**src/rtl/dist_pkg.sv**
```systemverilog
// Shared definitions for the distance datapath: sequencer state encoding and
// the {cs, we, oe, sel} BRAM flag layout.
package dist_pkg;

  typedef enum logic [2:0] {
    ST_IDLE    = 3'd0,
    ST_RD_A    = 3'd1,
    ST_RD_B    = 3'd2,
    ST_CAP_B   = 3'd3,
    ST_PRESENT = 3'd4,
    ST_FIN     = 3'd5
  } state_t;

  // Bit positions inside FLAG_Bram.
  localparam int FLAG_CS  = 3;
  localparam int FLAG_WE  = 2;
  localparam int FLAG_OE  = 1;
  localparam int FLAG_SEL = 0;

  localparam logic [3:0] FLAG_IDLE    = 4'b0000;
  localparam logic [3:0] FLAG_RD_VEC0 = 4'((1 << FLAG_CS) | (1 << FLAG_OE));
  localparam logic [3:0] FLAG_RD_VEC1 = FLAG_RD_VEC0 | 4'(1 << FLAG_SEL);

endpackage

```
**src/rtl/vec_fetch_sequencer_if.sv**
```systemverilog
// BRAM read port and operand-pair handshake between the fetch sequencer
// (master) and the BRAM / subtract-square pipe (slave).
interface vec_fetch_sequencer_if #(
  parameter int ADDR_W = 8,
  parameter int DATA_W = 8
) ();

  logic [ADDR_W-1:0] ADDR_Bram;
  logic [3:0]        FLAG_Bram;
  logic [DATA_W-1:0] DIN_Bram;
  logic              EN_Pipe;
  logic              RDY_Pipe;
  logic [DATA_W-1:0] A_Pipe;
  logic [DATA_W-1:0] B_Pipe;
  logic              LAST_Pipe;

  modport master (
    output ADDR_Bram, FLAG_Bram, EN_Pipe, A_Pipe, B_Pipe, LAST_Pipe,
    input  DIN_Bram, RDY_Pipe
  );

  modport slave (
    input  ADDR_Bram, FLAG_Bram, EN_Pipe, A_Pipe, B_Pipe, LAST_Pipe,
    output DIN_Bram, RDY_Pipe
  );

endinterface

```
**src/rtl/vec_fetch_sequencer.sv**
```systemverilog
// Fetches vec0/vec1 element pairs from BRAM and hands them to the pipe.
// Optional macro VEC_FETCH_ERR_EN adds an ERR output for out-of-range vectors.
module vec_fetch_sequencer
  import dist_pkg::*;
#(
  parameter int ADDR_W = 8,
  parameter int DATA_W = 8
) (
  input  logic              clk,
  input  logic              rst,
  input  logic              START,
  input  logic [ADDR_W-1:0] BASE_ADDR,
  input  logic [7:0]        VECTOR_WIDTH,
  output logic              BUSY,
  output logic              DONE,
`ifdef VEC_FETCH_ERR_EN
  output logic              ERR,
`endif
  vec_fetch_sequencer_if.master bus
);

  state_t            state_reg;
  logic [ADDR_W-1:0] base_reg;
  logic [7:0]        width_reg;
  logic [7:0]        idx_reg;
  logic [ADDR_W-1:0] addr_reg;
  logic [3:0]        flag_reg;
  logic [DATA_W-1:0] a_reg;
  logic [DATA_W-1:0] b_reg;
  logic              en_reg;
  logic              last_reg;
  logic              busy_reg;
  logic              done_reg;
  logic [7:0]        idx_next;
  logic              start_skip;

  assign idx_next = idx_reg + 8'd1;

`ifdef VEC_FETCH_ERR_EN
  // Extra headroom so base+width cannot overflow the comparison itself.
  localparam int SPAN_W = ADDR_W + 9;
  logic [SPAN_W-1:0] span;
  logic              overflow;
  logic              err_reg;

  assign span       = SPAN_W'(BASE_ADDR) + SPAN_W'(VECTOR_WIDTH);
  assign overflow   = span > (SPAN_W'(1) << ADDR_W);
  assign start_skip = (VECTOR_WIDTH == 8'd0) || overflow;
  assign ERR        = err_reg;

  always_ff @(posedge clk or posedge rst) begin
    if (rst) begin
      err_reg <= 1'b0;
    end else if (state_reg == ST_IDLE && START) begin
      err_reg <= overflow;
    end
  end
`else
  assign start_skip = (VECTOR_WIDTH == 8'd0);
`endif

  always_ff @(posedge clk or posedge rst) begin
    if (rst) begin
      state_reg <= ST_IDLE;
      base_reg  <= '0;
      width_reg <= '0;
      idx_reg   <= '0;
      addr_reg  <= '0;
      flag_reg  <= FLAG_IDLE;
      a_reg     <= '0;
      b_reg     <= '0;
      en_reg    <= 1'b0;
      last_reg  <= 1'b0;
      busy_reg  <= 1'b0;
      done_reg  <= 1'b0;
    end else begin
      case (state_reg)
        ST_IDLE: begin
          idx_reg  <= '0;
          flag_reg <= FLAG_IDLE;
          en_reg   <= 1'b0;
          last_reg <= 1'b0;
          done_reg <= 1'b0;
          if (START) begin
            base_reg  <= BASE_ADDR;
            width_reg <= VECTOR_WIDTH;
            busy_reg  <= 1'b1;
            if (start_skip) begin
              state_reg <= ST_FIN;
              done_reg  <= 1'b1;
            end else begin
              state_reg <= ST_RD_A;
              addr_reg  <= BASE_ADDR;
              flag_reg  <= FLAG_RD_VEC0;
            end
          end
        end
        ST_RD_A: begin
          state_reg <= ST_RD_B;
          flag_reg  <= FLAG_RD_VEC1;
        end
        ST_RD_B: begin
          // DIN now carries the vec0 word addressed in RD_A.
          a_reg     <= bus.DIN_Bram;
          state_reg <= ST_CAP_B;
          flag_reg  <= FLAG_IDLE;
        end
        ST_CAP_B: begin
          b_reg     <= bus.DIN_Bram;
          state_reg <= ST_PRESENT;
          en_reg    <= 1'b1;
          last_reg  <= (idx_reg == width_reg - 8'd1);
        end
        ST_PRESENT: begin
          if (bus.RDY_Pipe) begin
            en_reg   <= 1'b0;
            last_reg <= 1'b0;
            idx_reg  <= idx_next;
            if (last_reg) begin
              state_reg <= ST_FIN;
              done_reg  <= 1'b1;
              addr_reg  <= '0;
            end else begin
              state_reg <= ST_RD_A;
              addr_reg  <= base_reg + ADDR_W'(idx_next);
              flag_reg  <= FLAG_RD_VEC0;
            end
          end
        end
        ST_FIN: begin
          state_reg <= ST_IDLE;
          done_reg  <= 1'b0;
          busy_reg  <= 1'b0;
          idx_reg   <= '0;
          addr_reg  <= '0;
        end
        default: begin
          state_reg <= ST_IDLE;
          flag_reg  <= FLAG_IDLE;
          en_reg    <= 1'b0;
          busy_reg  <= 1'b0;
          done_reg  <= 1'b0;
        end
      endcase
    end
  end

  assign bus.ADDR_Bram = addr_reg;
  assign bus.FLAG_Bram = flag_reg;
  assign bus.EN_Pipe   = en_reg;
  assign bus.A_Pipe    = a_reg;
  assign bus.B_Pipe    = b_reg;
  assign bus.LAST_Pipe = last_reg;
  assign BUSY          = busy_reg;
  assign DONE          = done_reg;

endmodule

```
**src/flat_wrapper.sv**
```systemverilog
// flat-port wrapper written by rule: the top's interface ports become plain ports
module vec_fetch_sequencer_flat import dist_pkg::*;
#(
  parameter int ADDR_W = 8,
  parameter int DATA_W = 8
)
  (clk, rst, START, BASE_ADDR, VECTOR_WIDTH, BUSY, DONE, bus_ADDR_Bram, bus_FLAG_Bram, bus_EN_Pipe, bus_A_Pipe, bus_B_Pipe, bus_LAST_Pipe, bus_DIN_Bram, bus_RDY_Pipe);
  vec_fetch_sequencer_if #(.ADDR_W(ADDR_W), .DATA_W(DATA_W)) bus_i ();
  input  logic clk;
  input  logic rst;
  input  logic START;
  input  logic [ADDR_W-1:0] BASE_ADDR;
  input  logic [7:0] VECTOR_WIDTH;
  output logic BUSY;
  output logic DONE;
  output wire logic [$bits(bus_i.ADDR_Bram)-1:0] bus_ADDR_Bram;
  output wire logic [$bits(bus_i.FLAG_Bram)-1:0] bus_FLAG_Bram;
  output wire logic [$bits(bus_i.EN_Pipe)-1:0] bus_EN_Pipe;
  output wire logic [$bits(bus_i.A_Pipe)-1:0] bus_A_Pipe;
  output wire logic [$bits(bus_i.B_Pipe)-1:0] bus_B_Pipe;
  output wire logic [$bits(bus_i.LAST_Pipe)-1:0] bus_LAST_Pipe;
  input wire logic [$bits(bus_i.DIN_Bram)-1:0] bus_DIN_Bram;
  input wire logic [$bits(bus_i.RDY_Pipe)-1:0] bus_RDY_Pipe;
  assign bus_ADDR_Bram = bus_i.ADDR_Bram;
  assign bus_FLAG_Bram = bus_i.FLAG_Bram;
  assign bus_EN_Pipe = bus_i.EN_Pipe;
  assign bus_A_Pipe = bus_i.A_Pipe;
  assign bus_B_Pipe = bus_i.B_Pipe;
  assign bus_LAST_Pipe = bus_i.LAST_Pipe;
  assign bus_i.DIN_Bram = bus_DIN_Bram;
  assign bus_i.RDY_Pipe = bus_RDY_Pipe;
  vec_fetch_sequencer #(.ADDR_W(ADDR_W), .DATA_W(DATA_W)) u_core (.clk(clk), .rst(rst), .START(START), .BASE_ADDR(BASE_ADDR), .VECTOR_WIDTH(VECTOR_WIDTH), .BUSY(BUSY), .DONE(DONE), .bus(bus_i));
endmodule
```
**config.mk**
```make
export PLATFORM = sky130hd
export DESIGN_NAME = vec_fetch_sequencer_flat
export DESIGN_NICKNAME = d
export VERILOG_FILES = /design/src/rtl/dist_pkg.sv /design/src/rtl/vec_fetch_sequencer_if.sv /design/src/rtl/vec_fetch_sequencer.sv /design/src/flat_wrapper.sv
export SDC_FILE = /design/constraint.sdc
export NUM_CORES = 1
export LEC_CHECK = 0
export ABC_AREA = 1
export CAP_MARGIN = 0
export CORE_MARGIN = 5
export CORE_UTILIZATION = 54
export CTS_BUF_LIST = sky130_fd_sc_hd__clkbuf_4
export DETAILED_ROUTE_END_ITERATION = 6
export PLACE_DENSITY = 0.82
export SLEW_MARGIN = 20
export SYNTH_ARGS = -nofsm -noshare
export SYNTH_HDL_FRONTEND = slang
export SYNTH_SLANG_ARGS = --single-unit
```
**constraint.sdc**
```tcl
create_clock -name clk -period 2.9 [get_ports clk]
set_input_delay 0.29 -clock clk [delete_from_list [all_inputs] [get_ports clk]]
set_output_delay 0.29 -clock clk [all_outputs]
set_load 0.05 [all_outputs]
```
## Yosys cells after proc, flatten, opt, wreduce, memory -nomap -nowiden

Cells that the tools add are included.

| word-level totals | value |
|---|---|
| logic and storage cells | 76 |
| flip-flop bits (word level) | 59 |
| bits of input ports | 28 |
| output and inout bits | 32 |

| operators by class | value |
|---|---|
| add/subtract/negate cells | 3 |
| muxes and demuxes | 27 |
| bitwise gates (word level) | 4 |
| eq/ne operators | 11 |
| reduce and logical (&&, ||, !) cells | 19 |

Operator list:

| kind | count |
|---|---|
| two-way mux 8 bit | 5 |
| one-hot mux 8 bit (3 select lines) | 1 |
| two-way mux 4 bit | 4 |
| one-hot mux 4 bit (4 select lines) | 1 |
| one-hot mux 8 bit (2 select lines) | 1 |
| one-hot mux 3 bit (5 select lines) | 1 |
| two-way mux 3 bit | 4 |
| AND reduction 2 bit | 6 |
| one-hot mux 1 bit (3 select lines) | 3 |
| adder 8 x 1 -> 8 bit (second input constant) | 1 |
| adder 8 bit | 1 |
| == test 8 bit | 1 |
| logical NOT 8 bit | 1 |
| inequality test 2 bit (second input constant) | 4 |
| subtractor 8 x 1 -> 8 bit (second input constant) | 1 |
| == test 3 x 2 -> 1 bit (second input constant) | 2 |
| == test 3 bit (second input constant) | 2 |
| two-way mux 1 bit | 6 |
| AND reduction 3 bit | 2 |
| nonzero test 3 bit | 2 |
| OR reduction 3 bit | 2 |
| inverter 1 bit | 4 |
| AND reduction 4 bit | 1 |
| OR reduction 2 bit | 2 |
| other kinds (6) | 6 |

## Logic depth before layout (Yosys ltp)

Gate-level depths: netlist of the first run.

| depth | value |
|---|---|
| depth after elaboration | 5 |
| mapped depth | 16 |
| gate-level depth less buffers | 16 |

## Least setup slack after synthesis of the first run

OpenSTA, ideal clock, no wires.

| path | value |
|---|---|
| path type | reg-to-reg |
| start point | reg u_core.idx_reg[0] |
| end point | reg u_core.addr_reg[7] (netlist: u_core.bus.ADDR_Bram[7]) |
| data required time | 2.827 ns |
| stages on the path, launching flop included | 17 |
| buffers on the path | 0 |
| library setup time | 0.073 ns |
| path slack | 0.899 ns |
| data arrival time | 1.928 ns |
| cell sequence | dfrtp_1 -> ha_1 -> nand2_1 -> nor2_1 -> nand2_1 -> xor2_1 -> inv_1 -> ha_1 -> nand2_1 -> inv_1 -> nand2_1 -> nand2_1 -> nor2_1 -> inv_1 -> nand2_1 -> nand3_1 -> a21oi_2 |

| between the ends | value |
|---|---|
| word-level cells in the longest chain between the ends | 5 |

RTL lines:

| item | line | source |
|---|---|---|
| start, declared | vec_fetch_sequencer.sv:25 | `logic [7:0] idx_reg;` |
| start signal, assigned | vec_fetch_sequencer.sv:118 | `idx_reg <= idx_next;` |
| adder 8 x 1 -> 8 bit | vec_fetch_sequencer.sv:37 | `assign idx_next = idx_reg + 8'd1;` |
| adder 8 bit | vec_fetch_sequencer.sv:125 | `addr_reg <= base_reg + ADDR_W'(idx_next);` |
| two-way mux 8 bit | vec_fetch_sequencer.sv:119 | `if (last_reg) begin` |
| two-way mux 8 bit | vec_fetch_sequencer.sv:115 | `if (bus.RDY_Pipe) begin` |
| one-hot mux 8 bit (3 select lines) | vec_fetch_sequencer.sv:77 | `case (state_reg)` |
| end signal, assigned | vec_fetch_sequencer.sv:125 |  |
| end, declared | vec_fetch_sequencer.sv:26 | `logic [ADDR_W-1:0] addr_reg;` |

No other way between the ends. The select of a mux whose other input is x is not followed.
A chain may end at the register's enable or synchronous reset.

## Worst setup path after layout of the first run

| path | value |
|---|---|
| start point | reg u_core.idx_reg[1] |
| end point | reg u_core.addr_reg[7] (netlist: u_core.bus.ADDR_Bram[7]) |

Same word-level chain as after synthesis.

==> flow_summary.toml, run 1 <==
[finish]
finalNonFillerCells = 548
final_common_cell = "nand2_1"
finalNetCount = 509
drive_gt1_share_pct = 6.93
n_fill_cell = 430
utilization_pct = 71.3
synthToLayoutAreaGrowth_pct = 26.2
antenna_cells = 0
layout_common_cells = "nand2_1 (123), inv_1 (64), clkdlybuf4s50_1 (58), dfrtp_1 (57), o21ai_0 (45)"

[die]
core_area_um2 = 5570
num_rows = 27
dieArea_um2 = 7460
pin_count = 60
die_h_um = 86.4
fp.dieW_um = 86.4
start_util_pct = 56.5

[synth]
yosys_warnings = 0
synth_top_family_by_area = "simple AND/OR/NAND/NOR gates"
synthSimpleGateAreaFrac_pct = 25.4
avgSynthCellArea_um2 = 7.73
syn_nets = 445
yosysSeqAreaShare_pct = 45.3
synthXorXnorAreaFrac_pct = 4.17
ys_seq_elements = 57
syn_area_um2 = 3150
synthAdderAreaFrac_pct = 4.21
synthesis.instances = 407
synthMuxAreaShare_pct = 0
synth.area.top_cells = "dfrtp_1 (45%), nand2_1 (15%), inv_1 (7.8%)"
synth_top_area_share_pct = 45.3
synth-compound-area-share_pct = 11.0
yosys.area.top_type = "dfrtp_1"
synthDistinctLibCells = 34

[critical_path]
cp_data_required_time_ps = 3230
worst-path-max-fanout = 4
crit_path_start_kind = "register"
slowest_delay_ps = 440
crit_type = "register to register"
critPathSlowestCell = "dfrtp_1"
arrival_ps = 2690
crit_path_cell_trace = "ha_1 -> nand2_1 -> nor2_1 -> nand2_1 -> xor2_1 -> inv_1 -> ha_1 -> nand2_1 -> inv_1 -> nand2_1 -> nand2_1 -> nor2_1 -> inv_1 -> nand2_1 -> nand3_1 -> a21oi_2"
end_kind = "register"
cpMostUsedCell = "nand2_1"

[detailed_routing]
remaining_drc_errors = 0
drt-met1-wl_mm = 3.42
wl_per_cell_um = 13.7
wl_met2_mm = 3.56
dr.pass1.iters = 4
drt-total-wl_mm = 7.53
first_iter_violations = 160
vias = 2805
vias_per_cell = 5.12
ant_nets = 0
routed-wl-met3_um = 410
top_layer_used = "met4"

[placed_design]
hpwl_mm = 5.78
pre_cts_ws_ps = 620
io_buffers = 58
place_congestion = 0.939
dpl.cell_count = 532

[sta]
period_share_pct = 81.4
slew_headroom_pct = 64.0
report.final.hold_viol_count = 0
fin_ws_ps = 539
slew_viol_final = 0
fmaxAchievable_ghz = 0.424
fin_worst_skew_ps = 11.6
rsz0062_at_grt = "false"
setup_tns_ps = 0
setup_viol = 0
final.min_clock_period_ps = 2360
worst_pin_slew_ps = 538

[clock_tree]
clk_pin_slew_ps = 100
cts_buffers = 9
worstSkewPairLatency_ps = 400
cts_tree = "built"
cts_setup_buffers = 0
cts_buffer_depth = 2
clkSinkCount = 57
htreeDepth = 3
holdBufCountCts = 0
cts_resized = 0
cts-root-buf = "clkbuf_4"

[pwr]
power_leakage_nw = 2.06
powerDensity_nw_per_um2 = 1180
vdd_drop_max_uv = 808

[grt]
grt_use_total_pct = 22.3
antenna_found_initial = 0
overflow = 0
first_global_vias = 2821
grt_pass1_wl_mm = 13.0
grt_max_degree = 24

[outcome]
status = "finished clean"

[worst_hold_path]
hp-class = "input pin to async pin"

[job]
max_cap_viol_count = 0
[worst paths after layout]
| kind | from | end | slack [ps] | depth (start not counted) |
|---|---|---|---|---|
| min in group clk | bus_DIN_Bram[0] | u_core.bus.B_Pipe[0] | 460 | 3 |
| worst min register to register | u_core.bus.A_Pipe[6] | u_core.bus.A_Pipe[6] | 500 | 2 |
| worst max-delay path | u_core.idx_reg[1] | u_core.bus.ADDR_Bram[7] | 540 | 16 |
| max in group asynchronous | rst | u_core.bus.B_Pipe[3] | 2020 | 3 |
| worst min-delay path | rst | u_core.idx_reg[0] | 230 | 2 |
| worst max register to register | u_core.idx_reg[1] | u_core.bus.ADDR_Bram[7] | 540 | 16 |
[logic make-up (layout without fill, tap and decap cells)]
family	count (synthesis)	in the layout
adder cells (fa/ha/maj)	10	10
flip-flops	57	57
XOR/XNOR	15	15
buffers and inverters	76	145
AND/OR/NAND/NOR	184	184
AO/OA/AOI/OAI	64	64
other	1	1
[where the power goes]
| part | leakage [nW] | internal [W] | switching, W |
|---|---|---|---|
| Sequential | 0.721 | 0.00113 | 0.000252 |
| Combinational | 1.24 | 0.000865 | 0.00172 |
| Clock | 0.0971 | 0.000429 | 0.000301 |
[layer usage]
layer  vias up  GRT usage (%)
li1       1417              -
met1      1296           29.3
met2        80           35.7
met3        12           4.47
met4         0           9.92
met5         -              0
[synthesized netlist by cell type]
master	number
buf_2	3
nor2_2	1
nor3_1	4
nand2_2	1
nand3_1	20
inv_2	1
xor2_1	8
a211oi_1	2
buf_4	2
a21o_1	1
nand4_1	7
nor2_1	20
o21ai_1	1
nand2_1	123
fa_1	1
clkbuf_1	3
o22ai_1	5
a21oi_2	1
ha_1	9
or2_2	2
nand2_4	2
conb_1	1
nand3_2	1
a22o_1	1
inv_1	65
inv_4	1
dfrtp_1	57
nor2_8	1
buf_6	1
xnor2_1	7
o21ai_0	45
a21oi_1	6
o211ai_1	2
nor2_4	2
[critical path: cells and delay by family, from the launching register on]
kind / cells / cell delay (ps)
and+or+nand+nor: 9 / 790
buffers and inverters: 3 / 170
adders and majority gates: 2 / 550
AOI/OAI and AO/OA: 1 / 120
xor gates and xnor gates: 1 / 210
DFF: 1 / 440
[final cells by class]
class	instances	area (µm²)	share of cell area, %
Clock buffer	9	67.6	1.70
Tap cell	72	90.1	2.27
Clock inverter	7	109	2.74
Multi-Input combinational cell	274	1420	35.6
Inverter	67	254	6.39
Sequential cell	57	1430	35.9
Timing Repair Buffer	62	611	15.4
[stage by stage]
step                      hold WS, ps  instance area [µm²]  power (W)
after global placement            467                 3800    0.00390
after CTS                         226                 3970    0.00471
after floorplan                   400                 3150    0.00321
final                             230                 3970    0.00469
after global routing              256                 3970    0.00503
after detailed placement          464                 3800    0.00395
Note: power is estimated with default switching activity, not from simulation.
==> run 2: changes to the inputs <==
==> constraint.sdc (replaced) <==
create_clock -name clk -period 2.4 [get_ports clk]
set_input_delay 0.24 -clock clk [delete_from_list [all_inputs] [get_ports clk]]
set_output_delay 0.24 -clock clk [all_outputs]
set_load 0.05 [all_outputs]
==> run 2 against run 1 <==
  * Global-route usage is 1.2 points lower
  * Clock-buffer cell count is 2 higher
  * First-iteration DRC count is 16% higher
  * Largest power group unchanged
==> flow_summary.toml, run 2 (same netlist as run 1, synthesis figures left out) <==
[detailed_routing]
vias = 2780
dr.pass1.iters = 4
wl_per_cell_um = 13.2
ant_nets = 0
vias_per_cell = 5.05
drt-total-wl_mm = 7.27
first_iter_violations = 186
remaining_drc_errors = 0

[finish]
drive_gt1_share_pct = 8.16
finalNetCount = 511
antenna_cells = 0
design_area_um2 = 3960
finalNonFillerCells = 550
synthToLayoutAreaGrowth_pct = 25.6
final_common_cell = "nand2_1"
layout_common_cells = "nand2_1 (123), inv_1 (64), clkdlybuf4s50_1 (58), dfrtp_1 (56), o21ai_0 (45)"

[grt]
antenna_found_initial = 0
overflow = 0
grt_use_total_pct = 21.0
grt_pass1_wl_mm = 12.4
grt_max_degree = 58
first_global_vias = 2740

[die]
fp.dieW_um = 86.4
die_h_um = 86.4
num_rows = 27
core_area_um2 = 5570
start_util_pct = 56.5
dieArea_um2 = 7460
pin_count = 60

[clock_tree]
cts_buffer_depth = 2
cts_tree = "built"
holdBufCountCts = 0
clkSinkCount = 57
worstSkewPairLatency_ps = 410
cts-root-buf = "clkbuf_4"
clk_pin_slew_ps = 90
cts_buffers = 9
htreeDepth = 3

[pwr]
powerDensity_nw_per_um2 = 1360
power_leakage_nw = 2.04
total_power_w = 0.00537
vdd_drop_max_uv = 1240

[sta]
fmaxAchievable_ghz = 0.450
setup_viol = 0
report.final.hold_viol_count = 0
period_share_pct = 92.5
final.min_clock_period_ps = 2220
worst_pin_slew_ps = 526
slew_headroom_pct = 64.8
fin_worst_skew_ps = 13.8
slew_viol_final = 0

[critical_path]
crit_path_cell_trace = "inv_1 -> nor2_1 -> xor2_1 -> inv_1 -> ha_1 -> a21o_1 -> o21ai_0 -> nand2_1 -> o21ai_0 -> nand2_1 -> nand2_1"
critPathSlowestCell = "dfrtp_1"
end_kind = "register"
crit_path_start_kind = "register"
arrival_ps = 2570
r2r_end = "u_core.bus.ADDR_Bram[4]"
slowest_delay_ps = 420
crit_type = "register to register"
cp_data_required_time_ps = 2750
regToRegStartpoint = "u_core.idx_reg[0]"
endpoint = "u_core.bus.ADDR_Bram[4]"
cpMostUsedCell = "nand2_1"
reg2reg_depth = 11
r2r_setup_slack_ps = 180
critPathLaunch = "u_core.idx_reg[0]"
worst-path-max-fanout = 5

[placed_design]
io_buffers = 58
placed_area_um2 = 3810
dpl.cell_count = 532
place_congestion = 0.929
hpwl_mm = 5.46

[worst_hold_path]
hp-class = "input pin to async pin"

[outcome]
status = "finished clean"

[job]
max_cap_viol_count = 0
-- run 2: layer usage --
layer	routed length, µm	up-vias	track usage, %
li1	-	1415	-
met1	3490	1276	29.7
met2	3260	77	31.7
met3	389	12	3.23
met4	129	0	10.1
met5	0	-	0
-- run 2: how the worst min path moves through the flow --
stage | from | end | slack, ps | cells past startpoint
floorplan | BASE_ADDR[2] | u_core.base_reg[2] | 350 | 2
global placement | u_core.bus.A_Pipe[3] | u_core.bus.A_Pipe[3] | 470 | 2
detailed placement | u_core.bus.ADDR_Bram[1] | u_core.bus.ADDR_Bram[1] | 460 | 2
CTS | rst | u_core.bus.B_Pipe[2] | 200 | 3
global route | rst | u_core.bus.A_Pipe[7] | 210 | 3
finish | rst | u_core.bus.ADDR_Bram[2] | 190 | 3
-- run 2: what timing repair did --
item / in CTS / in global routing
gates resized for setup: 0 / 5
setup buffers: 0 / 2
hold endpoints to repair: 0 / 0
setup endpoints to repair: 0 / 3
-- run 2: layout make-up --
class,count,area (µm²)
Inverter,67,254
Clock inverter,5,22.5
Sequential cell,57,1430
Multi-Input combinational cell,274,1440
Tap cell,72,90.1
Timing Repair Buffer,64,638
Clock buffer,11,82.6
Fill cell,466,1620
-- run 2: power breakdown --
part	total [W]	switching, W	internal, W
logic	0.00313	0.00206	0.00107
registers	0.00167	0.000306	0.00136
clock network	0.000574	0.000349	0.000224
-- run 2: metrics by stage --
stage / util (%) / setup WS (ps) / TNS, ps / hold slack [ps]
after floorplan: - / 399 / 0 / 350
after global placement: 68.3 / 188 / 0 / 467
after detailed placement: 68.3 / 106 / 0 / 465
after CTS: 70.2 / 70.2 / 0 / 198
after global routing: 71.0 / -14.4 / -14.4 / 209
final: 71.0 / 180 / 0 / 191
-- run 2: worst max-delay path, delay by kind of cell (launching register included) --
family | cells | cell delay (ps)
and+or+nand+nor | 4 | 470
adders and majority gates | 1 | 340
AOI/OAI and AO/OA | 3 | 540
DFF | 1 | 420
xor gates and xnor gates | 1 | 220
buffers and inverters | 2 | 170
